$ cat config.mk
export PLATFORM = sky130hd
export DESIGN_NAME = mem_stage
export DESIGN_NICKNAME = d
export VERILOG_FILES = /design/src/rtl/mem_stage_pkg.sv /design/src/rtl/mem_stage_load_extend.sv /design/src/rtl/mem_stage.sv
export SDC_FILE = /design/constraint.sdc
export NUM_CORES = 1
export LEC_CHECK = 0
export ABC_CLOCK_PERIOD_IN_PS = 2880
export CAP_MARGIN = 10
export CORE_ASPECT_RATIO = 1.5
export CORE_MARGIN = 2
export CORE_UTILIZATION = 45
export DETAILED_ROUTE_END_ITERATION = 7
export MAX_ROUTING_LAYER = met4
export PLACE_DENSITY = 0.82
export RECOVER_POWER = 25
export SETUP_SLACK_MARGIN = 0.2
export SLEW_MARGIN = 10
export SYNTH_ARGS = -nofsm -noshare
export SYNTH_HDL_FRONTEND = slang
export SYNTH_SLANG_ARGS = --single-unit
$ cat constraint.sdc
create_clock -name clk -period 2.88 [get_ports clk]
set_input_delay 0.864 -clock clk [delete_from_list [all_inputs] [get_ports clk]]
set_output_delay 0.864 -clock clk [all_outputs]
set_load 0.02 [all_outputs]
$ cat src/rtl/mem_stage_pkg.sv
// Shared constants and types for the MIPS memory stage.
package mem_stage_pkg;

    localparam int unsigned STALL_WD  = 6;
    localparam int unsigned EX_MEM_WD = 76;
    localparam int unsigned MEM_WB_WD = 70;
    localparam int unsigned MEM_ID_WD = 38;
    localparam int unsigned LOAD_WD   = 5;

    // Stall vector encoding
    localparam logic Stop   = 1'b1;
    localparam logic NoStop = 1'b0;

    // Bit positions inside {inst_lb, inst_lbu, inst_lh, inst_lhu, inst_lw}
    localparam int unsigned LD_LW  = 0;
    localparam int unsigned LD_LHU = 1;
    localparam int unsigned LD_LH  = 2;
    localparam int unsigned LD_LBU = 3;
    localparam int unsigned LD_LB  = 4;

    typedef enum logic [1:0] {
        StIdle = 2'd0,
        StWait = 2'd1,
        StHold = 2'd2
    } mem_state_e;

endpackage

$ cat src/rtl/mem_stage_load_extend.sv
// Selects the addressed byte/half/word of a load and sign- or zero-extends it.
module mem_stage_load_extend
    import mem_stage_pkg::*;
(
    input  logic [31:0]        rdata,
    input  logic [3:0]         sel,
    input  logic [LOAD_WD-1:0] load_flags,
    output logic [31:0]        wdata
);

    logic [7:0]  byte_v;
    logic [15:0] half_v;

    // Lane pick from the byte-enable pattern; unexpected patterns give zero data
    always_comb begin
        byte_v = 8'h00;
        half_v = 16'h0000;
        case (sel)
            4'b0001: byte_v = rdata[7:0];
            4'b0010: byte_v = rdata[15:8];
            4'b0100: byte_v = rdata[23:16];
            4'b1000: byte_v = rdata[31:24];
            default: byte_v = 8'h00;
        endcase
        case (sel)
            4'b0011: half_v = rdata[15:0];
            4'b1100: half_v = rdata[31:16];
            default: half_v = 16'h0000;
        endcase
    end

    // Extension by load type; flags are one-hot from decode
    always_comb begin
        wdata = 32'h0;
        if (load_flags[LD_LB]) begin
            wdata = {{24{byte_v[7]}}, byte_v};
        end else if (load_flags[LD_LBU]) begin
            wdata = {24'h0, byte_v};
        end else if (load_flags[LD_LH]) begin
            wdata = {{16{half_v[15]}}, half_v};
        end else if (load_flags[LD_LHU]) begin
            wdata = {16'h0, half_v};
        end else if (load_flags[LD_LW]) begin
            wdata = rdata;
        end
    end

endmodule

$ cat src/rtl/mem_stage.sv
// MIPS memory stage: registers the execute bus, waits for SRAM read data,
// extends load data and drives the writeback and decode-forwarding buses.
// Optional macro MEM_ADDR_CHECK_EN adds misaligned-load detection (port mem_adel).
module mem_stage #(
    parameter int unsigned STALL_WD  = 6,
    parameter int unsigned EX_MEM_WD = 76,
    parameter int unsigned MEM_WB_WD = 70
) (
    input  logic                 clk,
    input  logic                 rst,
    input  logic [STALL_WD-1:0]  stall,
    input  logic [EX_MEM_WD-1:0] ex_to_mem_bus,
    input  logic [4:0]           load_sram_ex_data,
    input  logic [3:0]           data_ram_sel,
    input  logic [31:0]          data_sram_rdata,
    input  logic                 data_sram_rvalid,
    output logic [MEM_WB_WD-1:0] mem_to_wb_bus,
    output logic [37:0]          mem_to_id_bus,
    output logic                 stallreq_for_mem
`ifdef MEM_ADDR_CHECK_EN
    ,
    output logic                 mem_adel
`endif
);
    import mem_stage_pkg::*;

    logic [EX_MEM_WD-1:0] bus_q;
    logic [LOAD_WD-1:0]   load_q;
    logic [3:0]           sel_q;
    mem_state_e           state_q, state_d;
    logic [31:0]          rdata_buf_q;
    logic                 buf_capture;

    logic [31:0] pc, ex_result, rdata_src, load_wdata, rf_wdata;
    logic [4:0]  rf_waddr;
    logic        ram_en, sel_rf_res, rf_we, is_load, wait_load, adel, rf_we_out;

    // Pipeline register: clear on reset or bubble, capture when not stalled, else hold
    always_ff @(posedge clk) begin
        if (rst || (stall[3] == Stop && stall[4] == NoStop)) begin
            bus_q  <= '0;
            load_q <= '0;
            sel_q  <= '0;
        end else if (stall[3] == NoStop) begin
            bus_q  <= ex_to_mem_bus;
            load_q <= load_sram_ex_data;
            sel_q  <= data_ram_sel;
        end
    end

    assign pc         = bus_q[75:44];
    assign ram_en     = bus_q[43];
    assign sel_rf_res = bus_q[38];
    assign rf_we      = bus_q[37];
    assign rf_waddr   = bus_q[36:32];
    assign ex_result  = bus_q[31:0];
    assign is_load    = (|load_q) & ram_en;

`ifdef MEM_ADDR_CHECK_EN
    // Misaligned halfword/word loads raise an address error and never wait for data
    assign adel = is_load & (((load_q[LD_LH] | load_q[LD_LHU]) & ex_result[0]) |
                             (load_q[LD_LW] & (ex_result[1:0] != 2'b00)));
    assign mem_adel = adel;
`else
    assign adel = 1'b0;
`endif
    assign wait_load = is_load & ~adel;

    // FSM next state; a stage left without a load always returns to idle
    always_comb begin
        state_d     = state_q;
        buf_capture = 1'b0;
        unique case (state_q)
            StIdle: begin
                if (wait_load) begin
                    if (!data_sram_rvalid) begin
                        state_d = StWait;
                    end else if (stall[3] == Stop) begin
                        // Data is here but the load cannot leave yet: keep a copy
                        state_d     = StHold;
                        buf_capture = 1'b1;
                    end
                end
            end
            StWait: begin
                if (!wait_load) begin
                    state_d = StIdle;
                end else if (data_sram_rvalid) begin
                    if (stall[3] == NoStop) begin
                        state_d = StIdle;
                    end else begin
                        state_d     = StHold;
                        buf_capture = 1'b1;
                    end
                end
            end
            StHold: begin
                if (!wait_load || stall[3] == NoStop) state_d = StIdle;
            end
            default: state_d = StIdle;
        endcase
    end

    // FSM state and captured read data
    always_ff @(posedge clk) begin
        if (rst) begin
            state_q     <= StIdle;
            rdata_buf_q <= 32'h0;
        end else begin
            state_q <= state_d;
            if (buf_capture) rdata_buf_q <= data_sram_rdata;
        end
    end

    assign rdata_src = (state_q == StHold) ? rdata_buf_q : data_sram_rdata;

    mem_stage_load_extend u_load_extend (
        .rdata      (rdata_src),
        .sel        (sel_q),
        .load_flags (load_q),
        .wdata      (load_wdata)
    );

    // Output buses; forwarding is suppressed while load data is outstanding
    always_comb begin
        stallreq_for_mem = wait_load & ~(data_sram_rvalid | (state_q == StHold));
        rf_wdata         = sel_rf_res ? load_wdata : ex_result;
        rf_we_out        = rf_we & ~adel;
        mem_to_wb_bus    = {pc, rf_we_out, rf_waddr, rf_wdata};
        mem_to_id_bus    = {rf_we_out & ~stallreq_for_mem, rf_waddr, rf_wdata};
    end

endmodule
==> results.yml <==
hold_path:
  min_from: "rdata_buf_q[16]"
  worstHoldPathType: "reg2reg"
floorplanning:
  die_w_um: 99.95
  die_area_um2: 14780
  start_util: 0.4614
  fp-row-count: 52
  dieHeight_um: 147.9
  io_pins: 235
  design.core.area_um2: 13470
layout:
  fillCellCount: 771
  synthToLayoutAreaGrowth_pct: 67.68
  postLayoutCoreUtil: 0.7736
  stdcell_area_um2: 10420
  antenna_cells: 0
  nNetsFinal: 1057
  layout_commonest_cell: "clkdlybuf4s50_1"
  final_layout_size_suffix_gt1_frac: 0.3464
  most-common-layout-cells: "clkdlybuf4s50_1 (133), nor2_1 (130), dfxtp_1 (108)"
power:
  powerDensity_nw_per_um2: 471.6
  power_switching_uw: 1480
  p_sw_frac: 0.3012
  pwr-share-clk: 0.429
  power.total_uw: 4913
  seqPwrFrac: 0.345
  p_int_uw: 3434
  power.leakage_uw: 0.004114
  irDropWorstVdd_mv: 0.4054
  power_frac_comb: 0.226
logic_synthesis:
  ys_types: 39
  syn-cell-area_um2: 6213
  synth_top_area_share: 0.3705
  synth-seq-cells: 115
  synth_top_area_cell: "dfxtp_1"
  syn_avg_cell_area_um2: 8.606
  yosysWarnings: 0
  synthTopCellsByArea: "dfxtp_1 (37%), mux2i_1 (18%), buf_4 (9.5%)"
  synth_cells: 722
  synth_fp_nets: 848
  yosysSeqAreaShare: 0.3705
sta:
  clock_skew_ns: 0.01214
  setup_tns_ns: -24.48
  period_needed_ns: 3.394
  rsz0062_at_grt: "yes"
  tightest_slew_ns: 0.8141
  timing.fmax_ghz: 0.2946
  relSlewSlack: 0.4501
  setup_viol: 66
  layout_setup_ws_ns: -0.5139
  drv_slew: 0
  fin_crit_sh: 1.178
  hold_viol_final: 0
global_route:
  antenna_found_initial: 0
  grt_max_degree: 74
  grt_usage: 0.2885
  grt_pass1_wl_um: 32060
  grt_pass1_vias: 6133
  gr-total-overflow: 0
placed_design:
  dp_hpwl_um: 14150
  placed_area_um2: 8835
  portBuffers: 226
  gp_congestion: 0.9347
setup_path:
  cp.arrival_ns: 2.53
  crit_type: "reg2out"
  crit_fanout: 7
  cpMaxStageDelayCell: "mux2i_4"
  worstPathCellList: "nand2b_4, buf_12, mux2i_4, o22ai_2, buf_6, o21bai_4, buf_12, buf_16, o221ai_4, buf_6"
  crit_required_ns: 2.02
  r2r-start: "load_q[4]"
  critPathLaunch: "state_q[0]"
  max_stage_delay_ns: 0.38
  crit_path_start_kind: "register"
  critPathCaptureType: "output port"
route:
  vias: 6378
  wl_met2_um: 12360
  drc: 0
  wl_met1_um: 8086
  dr.pass1.iters: 6
  top_layer: "met4"
  post_drt_wl_per_cell_um: 21.70
  drt_iter0_markers: 544
  wl_met3_um: 1621
  postRouteWirelength_um: 24010
  ant_nets: 0
  viasPerCell: 5.767
clocking:
  clock_latency_ns: 0.43
  clock-sinks: 115
  clockRootBuffer: "clkbuf_16"
  cts-buffers-inserted: 17
  clk_pin_slew_worst_paths_ns: 0.06
  cts.htree.levels: 4
  postCtsHoldBufs: 0
  clk_path_buf_depth: 2
  tritoncts: "built"
outcome:
  outcome: "finished with violations"
  violations: "setup timing"
run:
  maxCapViolCount: 0
==> flip-flops by register name, indices dropped and copies added, names as in the netlist <==
name and cells:
sel_q 4, bus_q 72, rdata_buf_q 32, state_q 2, load_q 5
==> critical path, delay by kind of cell, from the launching register on <==
| kind | cells | cell delay, ns |
|---|---|---|
| AND/OR/NAND/NOR | 1 | 0.13 |
| AO/OA/AOI/OAI | 3 | 0.52 |
| multiplexers | 1 | 0.38 |
| buffers and inverters | 5 | 0.73 |
| flip-flops | 1 | 0.33 |
==> power by group through the flow <==
stage	Sequential [µW]	Clock, µW	Combinational, µW
global route	1700	2180	1160
finish	1700	2110	1110
detailed placement	1720	0	953
floorplan	1710	0	577
global placement	1720	0	942
CTS	1690	2100	1010
==> synth_stat cells (all sizes together) <==
cell type	number
nand3b	4
a21oi	34
xor2	1
nand2b	2
a211oi	7
o32a	8
o22ai	17
a21o	1
nor2b	4
dfxtp	115
nor3	4
buf	98
or3	1
o221ai	24
nor4	1
a31oi	8
clkbuf	27
nor2	139
nand3	3
o211ai	1
inv	26
o21bai	1
o22a	1
or2	2
o41ai	1
o21ai	11
mux2i	114
nand2	66
o32ai	1
==> per-layer routing <==
layer	global-route usage	vias to the layer above
met4	0.1452	0
li1	-	2827
met2	0.5105	386
met5	-	-
met1	0.3046	3005
met3	0.05106	160
==> cell type report <==
| cell class | count | area [µm²] | share of cell area |
|---|---|---|---|
| multi-input combinational | 456 | 3980 | 0.3820 |
| inverter | 26 | 97.59 | 0.009367 |
| timing repair buffer | 315 | 3247 | 0.3116 |
| sequential | 115 | 2311 | 0.2218 |
| clock inverter | 14 | 141.4 | 0.01357 |
| tap | 162 | 202.7 | 0.01945 |
| clock buffer | 18 | 439.2 | 0.04215 |
==> stage by stage <==
| stage | std cells | setup slack (ns) | hold WS [ns] |
|---|---|---|---|
| floorplan | 722 | -0.05911 | 0.4357 |
| global placement | 1046 | -0.9499 | 0.4408 |
| detailed placement | 1046 | -0.9617 | 0.4582 |
| CTS | 1095 | -0.3206 | 0.4700 |
| global route | 1106 | -0.5499 | 0.4910 |
| finish | 1106 | -0.5139 | 0.4740 |
==> logic make-up after synthesis <==
logic type | share of synthesized area
XOR/XNOR | 0.001410
AO/OA/AOI/OAI | 0.1470
flip-flops | 0.3705
buffers and inverters | 0.1504
multiplexers | 0.1843
AND/OR/NAND/NOR | 0.1464
==> repair_timing <==
| item | CTS | global route |
|---|---|---|
| pin swaps | 39 | 38 |
| gates cloned | 2 | 2 |
| buffers inserted | 15 | 9 |
| endpoints found under the setup margin | 66 | 66 |
| resized for setup | 462 | 81 |
==> path summary, 6_finish.rpt <==
path / endpoint / slack, ns / depth (start not counted)
worst max-delay path: mem_to_id_bus[17] / -0.51 / 10
worst min-delay path: rdata_buf_q[16] / 0.47 / 2
worst max register to register: rdata_buf_q[23] / 0.30 / 8
worst min register to register: rdata_buf_q[16] / 0.47 / 2
(Power assumes the default switching activity.)
